$ cat config.mk
export PLATFORM = sky130hd
export DESIGN_NAME = dvp_pixel_tx
export DESIGN_NICKNAME = d
export VERILOG_FILES = /design/src/rtl/dvp_pixel_tx.sv
export SDC_FILE = /design/constraint.sdc
export NUM_CORES = 1
export LEC_CHECK = 0
export CAP_MARGIN = 15
export CORE_ASPECT_RATIO = 1.25
export CORE_MARGIN = 4
export CORE_UTILIZATION = 30
export CTS_CLUSTER_DIAMETER = 40
export DETAILED_ROUTE_END_ITERATION = 8
export PLACE_DENSITY_LB_ADDON = 0.3
export SLEW_MARGIN = 20
export SYNTH_ARGS = -nofsm -noshare
export SYNTH_HDL_FRONTEND = slang
export SYNTH_SLANG_ARGS = --single-unit
$ cat constraint.sdc
create_clock -name sys_clk -period 1.8 [get_ports sys_clk]
set_input_delay 0.18 -clock sys_clk [delete_from_list [all_inputs] [get_ports sys_clk]]
set_output_delay 0.18 -clock sys_clk [all_outputs]
set_load 0.05 [all_outputs]
$ cat src/rtl/dvp_pixel_tx.sv
// dvp_pixel_tx
// DVP-style 8-bit camera transmitter. Pops RGB565 pixels from a show-ahead
// FIFO, sends each one high byte first, and wraps the bytes in VSYNC/HREF
// frame timing with programmable active area and blanking.

module dvp_pixel_tx #(
  parameter int H_ACTIVE = 640,
  parameter int H_BLANK  = 160,
  parameter int V_SYNC   = 2,
  parameter int V_BP     = 8,
  parameter int V_ACTIVE = 480,
  parameter int V_FP     = 8,
  parameter int CNT_W    = 12
) (
  input  logic        sys_clk,
  input  logic        sys_rst_n,
  input  logic        tx_en,
  input  logic        pix_valid,
  input  logic [15:0] pix_data,
  output logic        pix_ready,
  output logic        dvp_vsync,
  output logic        dvp_href,
  output logic [7:0]  dvp_data,
  output logic        frame_done,
  output logic        pix_underrun
);

  // Frame sequencer states
  localparam logic [2:0] ST_IDLE   = 3'd0;
  localparam logic [2:0] ST_VSYNC  = 3'd1;
  localparam logic [2:0] ST_VBP    = 3'd2;
  localparam logic [2:0] ST_ACTIVE = 3'd3;
  localparam logic [2:0] ST_VFP    = 3'd4;

  // Line length in byte clocks: two bytes per active pixel plus blanking
  localparam int LINE = 2 * H_ACTIVE + H_BLANK;

  localparam logic [CNT_W-1:0] H_LAST       = CNT_W'(LINE - 1);
  localparam logic [CNT_W-1:0] H_ACT_BYTES  = CNT_W'(2 * H_ACTIVE);
  localparam logic [CNT_W-1:0] V_SYNC_LAST  = CNT_W'(V_SYNC - 1);
  localparam logic [CNT_W-1:0] V_BP_LAST    = CNT_W'(V_BP - 1);
  localparam logic [CNT_W-1:0] V_ACT_LAST   = CNT_W'(V_ACTIVE - 1);
  localparam logic [CNT_W-1:0] V_FP_LAST    = CNT_W'(V_FP - 1);

  logic [2:0]       state;
  logic [2:0]       state_nxt;
  logic [CNT_W-1:0] h_cnt;
  logic [CNT_W-1:0] v_cnt;
  logic [15:0]      pix_reg;

  logic             end_of_line;
  logic             act;
  logic             even_slot;
  logic             frame_end;
  logic             state_change;
  logic             vsync_entry;

  // The high byte goes straight from the FIFO to the wire; only the low byte
  // is replayed from pix_reg on the following odd slot.
  logic             unused_pix_hi;
  assign unused_pix_hi = ^pix_reg[15:8];

  assign end_of_line  = (h_cnt == H_LAST);
  assign act          = (state == ST_ACTIVE) && (h_cnt < H_ACT_BYTES);
  assign even_slot    = act && !h_cnt[0];
  assign pix_ready    = even_slot && pix_valid;
  assign state_change = (state_nxt != state);
  assign vsync_entry  = (state_nxt == ST_VSYNC) && (state != ST_VSYNC);

  // Next-state logic: IDLE leaves as soon as tx_en is seen, every other
  // state advances only at the end of its last line.
  always_comb begin
    state_nxt = state;
    frame_end = 1'b0;
    case (state)
      ST_IDLE: begin
        if (tx_en) begin
          state_nxt = ST_VSYNC;
        end
      end
      ST_VSYNC: begin
        if (end_of_line && (v_cnt == V_SYNC_LAST)) begin
          state_nxt = ST_VBP;
        end
      end
      ST_VBP: begin
        if (end_of_line && (v_cnt == V_BP_LAST)) begin
          state_nxt = ST_ACTIVE;
        end
      end
      ST_ACTIVE: begin
        if (end_of_line && (v_cnt == V_ACT_LAST)) begin
          state_nxt = ST_VFP;
        end
      end
      ST_VFP: begin
        if (end_of_line && (v_cnt == V_FP_LAST)) begin
          frame_end = 1'b1;
          state_nxt = tx_en ? ST_VSYNC : ST_IDLE;
        end
      end
      default: begin
        state_nxt = ST_IDLE;
      end
    endcase
  end

  // State register
  always_ff @(posedge sys_clk or negedge sys_rst_n) begin
    if (!sys_rst_n) begin
      state <= ST_IDLE;
    end else begin
      state <= state_nxt;
    end
  end

  // Horizontal byte counter: parked at 0 in IDLE, free-running per line otherwise
  always_ff @(posedge sys_clk or negedge sys_rst_n) begin
    if (!sys_rst_n) begin
      h_cnt <= '0;
    end else if (state == ST_IDLE) begin
      h_cnt <= '0;
    end else if (end_of_line) begin
      h_cnt <= '0;
    end else begin
      h_cnt <= h_cnt + 1'b1;
    end
  end

  // Vertical counter: completed lines within the current state
  always_ff @(posedge sys_clk or negedge sys_rst_n) begin
    if (!sys_rst_n) begin
      v_cnt <= '0;
    end else if (state_change) begin
      v_cnt <= '0;
    end else if ((state != ST_IDLE) && end_of_line) begin
      v_cnt <= v_cnt + 1'b1;
    end
  end

  // Capture the pixel being popped so its low byte can follow on the next slot
  always_ff @(posedge sys_clk or negedge sys_rst_n) begin
    if (!sys_rst_n) begin
      pix_reg <= 16'h0000;
    end else if (even_slot) begin
      pix_reg <= pix_valid ? pix_data : 16'h0000;
    end
  end

  // Sticky underrun flag, cleared when a new frame begins
  always_ff @(posedge sys_clk or negedge sys_rst_n) begin
    if (!sys_rst_n) begin
      pix_underrun <= 1'b0;
    end else if (vsync_entry) begin
      pix_underrun <= 1'b0;
    end else if (even_slot && !pix_valid) begin
      pix_underrun <= 1'b1;
    end
  end

  // Registered DVP outputs, one cycle behind the counters
  always_ff @(posedge sys_clk or negedge sys_rst_n) begin
    if (!sys_rst_n) begin
      dvp_vsync  <= 1'b0;
      dvp_href   <= 1'b0;
      dvp_data   <= 8'h00;
      frame_done <= 1'b0;
    end else begin
      dvp_vsync  <= (state == ST_VSYNC);
      dvp_href   <= act;
      frame_done <= frame_end;
      if (even_slot) begin
        dvp_data <= pix_valid ? pix_data[15:8] : 8'h00;
      end else if (act) begin
        dvp_data <= pix_reg[7:0];
      end else begin
        dvp_data <= 8'h00;
      end
    end
  end

endmodule

==> results.md, run 1 <==
* Run status: complete, but fails checks
* Failing checks: setup timing
* WS Path Type: flop to flop
* Vias in the first global route at 1933
* R2R Setup Slk at -0.05 ns
* Pwr Total at 2.05 mW
* Post-synthesis register bit count at between 40 and 50
* Clock Sinks at 47
* Dpl cell area at 2940 um2
* Max Root-Sink Buffers at 2
* Nature of the critical path startpoint: flop
* Fmax at 541 MHz
* Worst min path class: input pin to flop
* Worst EP arrival at 2.09 ns
* Area Overhead vs Synth at 37.5%
* DRT iter0 DRCs at 76
* Post-route ant nets at 0
* Clk pin slew, worst setup/hold paths at 0.09 ns
* Vias per Instance at 4.72
* Die ar. at 9050 um2
* Simple-gate share of the synthesized area at 0.282
* Die X at roughly 86 um
* Mux contribution to synthesized area at 0
* Largest family of logic cells by synthesized area: simple AND/OR/NAND/NOR gates
* Post-Synth Adder-Cell Area at 0.0165
* Nets at 324
* Pwr dens at 656 nW/um2
* Post-Synthesis Cells at 235
* Period utilisation layout at 1.03
* Antenna fix cells at 0
* Dpl cells at between 300 and 400
* Final setup fails at 1
* Die height at 105 um
* I/O Buffers at 32
* Peak VDD IR at about 0.00034 V
* Per-cell routed wire length at ~13 um
* YS warnings at 0
* H-Tree Depth at 2
* Post-Place Worst Slack at -0.0726 ns
* Final WL at 5090 um
* Worst Clk Skew at 0.00804 ns
* DRC viols at 0
* Clock Tree Root: clkbuf_8
* Compound-Gate Fraction of Synth Area at 0.0732
* Post-DP HPWL at around 3700 um
* Core area at 7400 um2
* Post-Synth XOR/XNOR Area at 0.0847
* RSZ-0062 raised after global routing: true
* Final Wtd Congestion at 0.800
* Final count of hold timing violations at 0
* Top flop regs: h_cnt: 12 flops, v_cnt: 12 flops
* Worst Slack Setup Final at -0.0496 ns
* Mapped Avg Cell Area at 9.68 um2
* First-pass GRT wire length at 8910 um
* Final slew viol count at 0
* Total number of vias at about 1900
* Cell Rows at 35
* Mapped Area at 2270 um2
* Hold Slack at around 0.43 ns
* Initial Util at 0.307
* Drt first pass iters at 4
* CP required at 2.04 ns
* Unique masters post-synth at 39
* Ports at 33
* Gr usage total at 0.121
* CP Capture Type: flop
* Clk_lat worst skew at 0.30 ns
* Worst-Margin Slew at about 0.6 ns
* CTS tree: built
* Total CTS buffers at 5
* Minimum clock period after layout at 1.85 ns
* Grt ovf at 0
* Leakage power at about 1.4 nW
* Initial antenna violation count at 0
* Design area at roughly 3100 um2
* Final Non-Filler Cells at 394
* Largest net degree at the start of global routing at 48
* Syn_nets at 258
* Share of post-route cells with drive strength above 1 at 0.205
* Relative slew slack at 0.602
* Crit path max fanout at 5
* Max-cap violations at 0
* Post-synthesis sequential area ratio at 0.517
[repair_timing]
item,4_1_cts,5_1_grt
setup endpoints to repair,15,17
gates resized for setup,3,5
buffers inserted,3,0
cloned,0,0
hold endpoints to repair,47,0
pin swaps,3,4
hold buffers,1,0
[layer usage]
layer  track usage  wire length (um)
met1         0.155              2270
met2         0.201              2480
met3        0.0313               284
met4        0.0271                57
met5             0                 0
[power by group]
group	leakage [nW]	switching, mW	internal, mW
sequential	0.530	0.000666	1.06
clock	0.0654	0.362	0.555
combinational	0.755	0.0363	0.0425
total	1.35	0.399	1.65
[worst paths after layout]
| check | from | endpoint | cells past startpoint |
|---|---|---|---|
| max in group asynchronous | sys_rst_n | v_cnt[1] | 3 |
| setup reg to reg | h_cnt[1] | state[0] | 6 |
| min in group asynchronous | sys_rst_n | dvp_href | 3 |
| hold reg to reg | pix_reg[4] | pix_reg[4] | 2 |
| hold / removal | pix_data[5] | pix_reg[5] | 3 |
| setup / recovery | h_cnt[1] | state[0] | 6 |
[critical path, stage by stage, from the launching register on]
cell	delay, ns
dfrtp_1	0.37
ha_2	0.18
and4_4	0.23
nand3_4	0.08
or3_4	0.39
or4b_4	0.48
nand3_2	0.06
[cell usage in the layout, fill, tap and decap left out, drive strengths merged]
| cell | Yosys | layout |
|---|---|---|
| or3 | 3 | 3 |
| clkdlybuf4s50 | 0 | 30 |
| nand2 | 33 | 33 |
| and4bb | 1 | 1 |
| o21ai | 3 | 3 |
| or4 | 1 | 1 |
| a21o | 1 | 1 |
| xor2 | 10 | 10 |
| nor3b | 2 | 2 |
| a22oi | 8 | 8 |
| a21oi | 12 | 12 |
| inv | 4 | 4 |
| o21a | 1 | 1 |
| nand2b | 1 | 1 |
| and4 | 3 | 3 |
| dfrtp | 47 | 47 |
| nor2 | 30 | 30 |
| xnor2 | 12 | 12 |
| nor4 | 3 | 3 |
| a221oi | 1 | 1 |
| ha | 3 | 3 |
| nor3 | 5 | 5 |
| or4b | 1 | 1 |
| and2 | 3 | 3 |
| nand4 | 7 | 7 |
| dlygate4sd3 | 0 | 1 |
| nand3 | 20 | 20 |
| and3 | 4 | 4 |
| or2 | 1 | 1 |
| nand4b | 1 | 1 |
| buf | 5 | 39 |
| bufinv | 0 | 2 |
| a21boi | 1 | 1 |
| clkbuf | 6 | 6 |
| nor2b | 2 | 2 |
[stage by stage]
stage | setup TNS (ns) | utilization
2_1_floorplan | -0.720 | -
3_3_place_gp | -0.0391 | 0.397
3_5_place_dp | -0.155 | 0.397
4_1_cts | -0.112 | 0.421
5_1_grt | -1.19 | 0.422
6_report | -0.0496 | 0.422
[synth_stat cells (all sizes together)]
cell type	count	share of area
dfrtp	47	0.52
nand2	33	0.054
nor2	30	0.050
nand3	20	0.052
a21oi	12	0.026
xnor2	12	0.046
xor2	10	0.039
a22oi	8	0.026
nand4	7	0.019
clkbuf	6	0.0099
buf	5	0.010
nor3	5	0.011
and3	4	0.011
inv	4	0.0066
and2	3	0.0083
and4	3	0.013
ha	3	0.017
nor4	3	0.015
o21ai	3	0.0066
or3	3	0.010
nor2b	2	0.0055
nor3b	2	0.0088
a21boi	1	0.0033
a21o	1	0.0033
a221oi	1	0.0039
and4bb	1	0.0055
nand2b	1	0.0028
nand4b	1	0.0039
o21a	1	0.0033
or2	1	0.0028
or4	1	0.0033
or4b	1	0.0060
[cell families (layout without fill, tap and decap cells)]
logic type / count (synthesis) / after routing
flip-flops: 47 / 47
AND/OR/NAND/NOR: 121 / 121
buffers and inverters: 15 / 82
XOR/XNOR: 22 / 22
adder cells (fa/ha/maj): 3 / 3
AO/OA/AOI/OAI: 27 / 27
[cell type report]
type	count	area, um2
sequential	47	1180
timing repair buffer	70	626
inverter	4	15.0
clock inverter	2	60.1
tap	92	115
clock buffer	6	72.6
multi-input combinational	173	1060
fill	720	4270
Note: power is estimated with default switching activity, not from simulation.
==> run 2, diff against run 1 <==
--- a/config.mk
+++ b/config.mk
@@ -12,7 +12,7 @@
 export CTS_CLUSTER_DIAMETER = 40
 export DETAILED_ROUTE_END_ITERATION = 8
 export PLACE_DENSITY_LB_ADDON = 0.3
-export SLEW_MARGIN = 20
+export SLEW_MARGIN = 10
 export SYNTH_ARGS = -nofsm -noshare
 export SYNTH_HDL_FRONTEND = slang
 export SYNTH_SLANG_ARGS = --single-unit
==> results of run 2 <==
The final DEF is identical to that of run 1; final timing and power are the same.
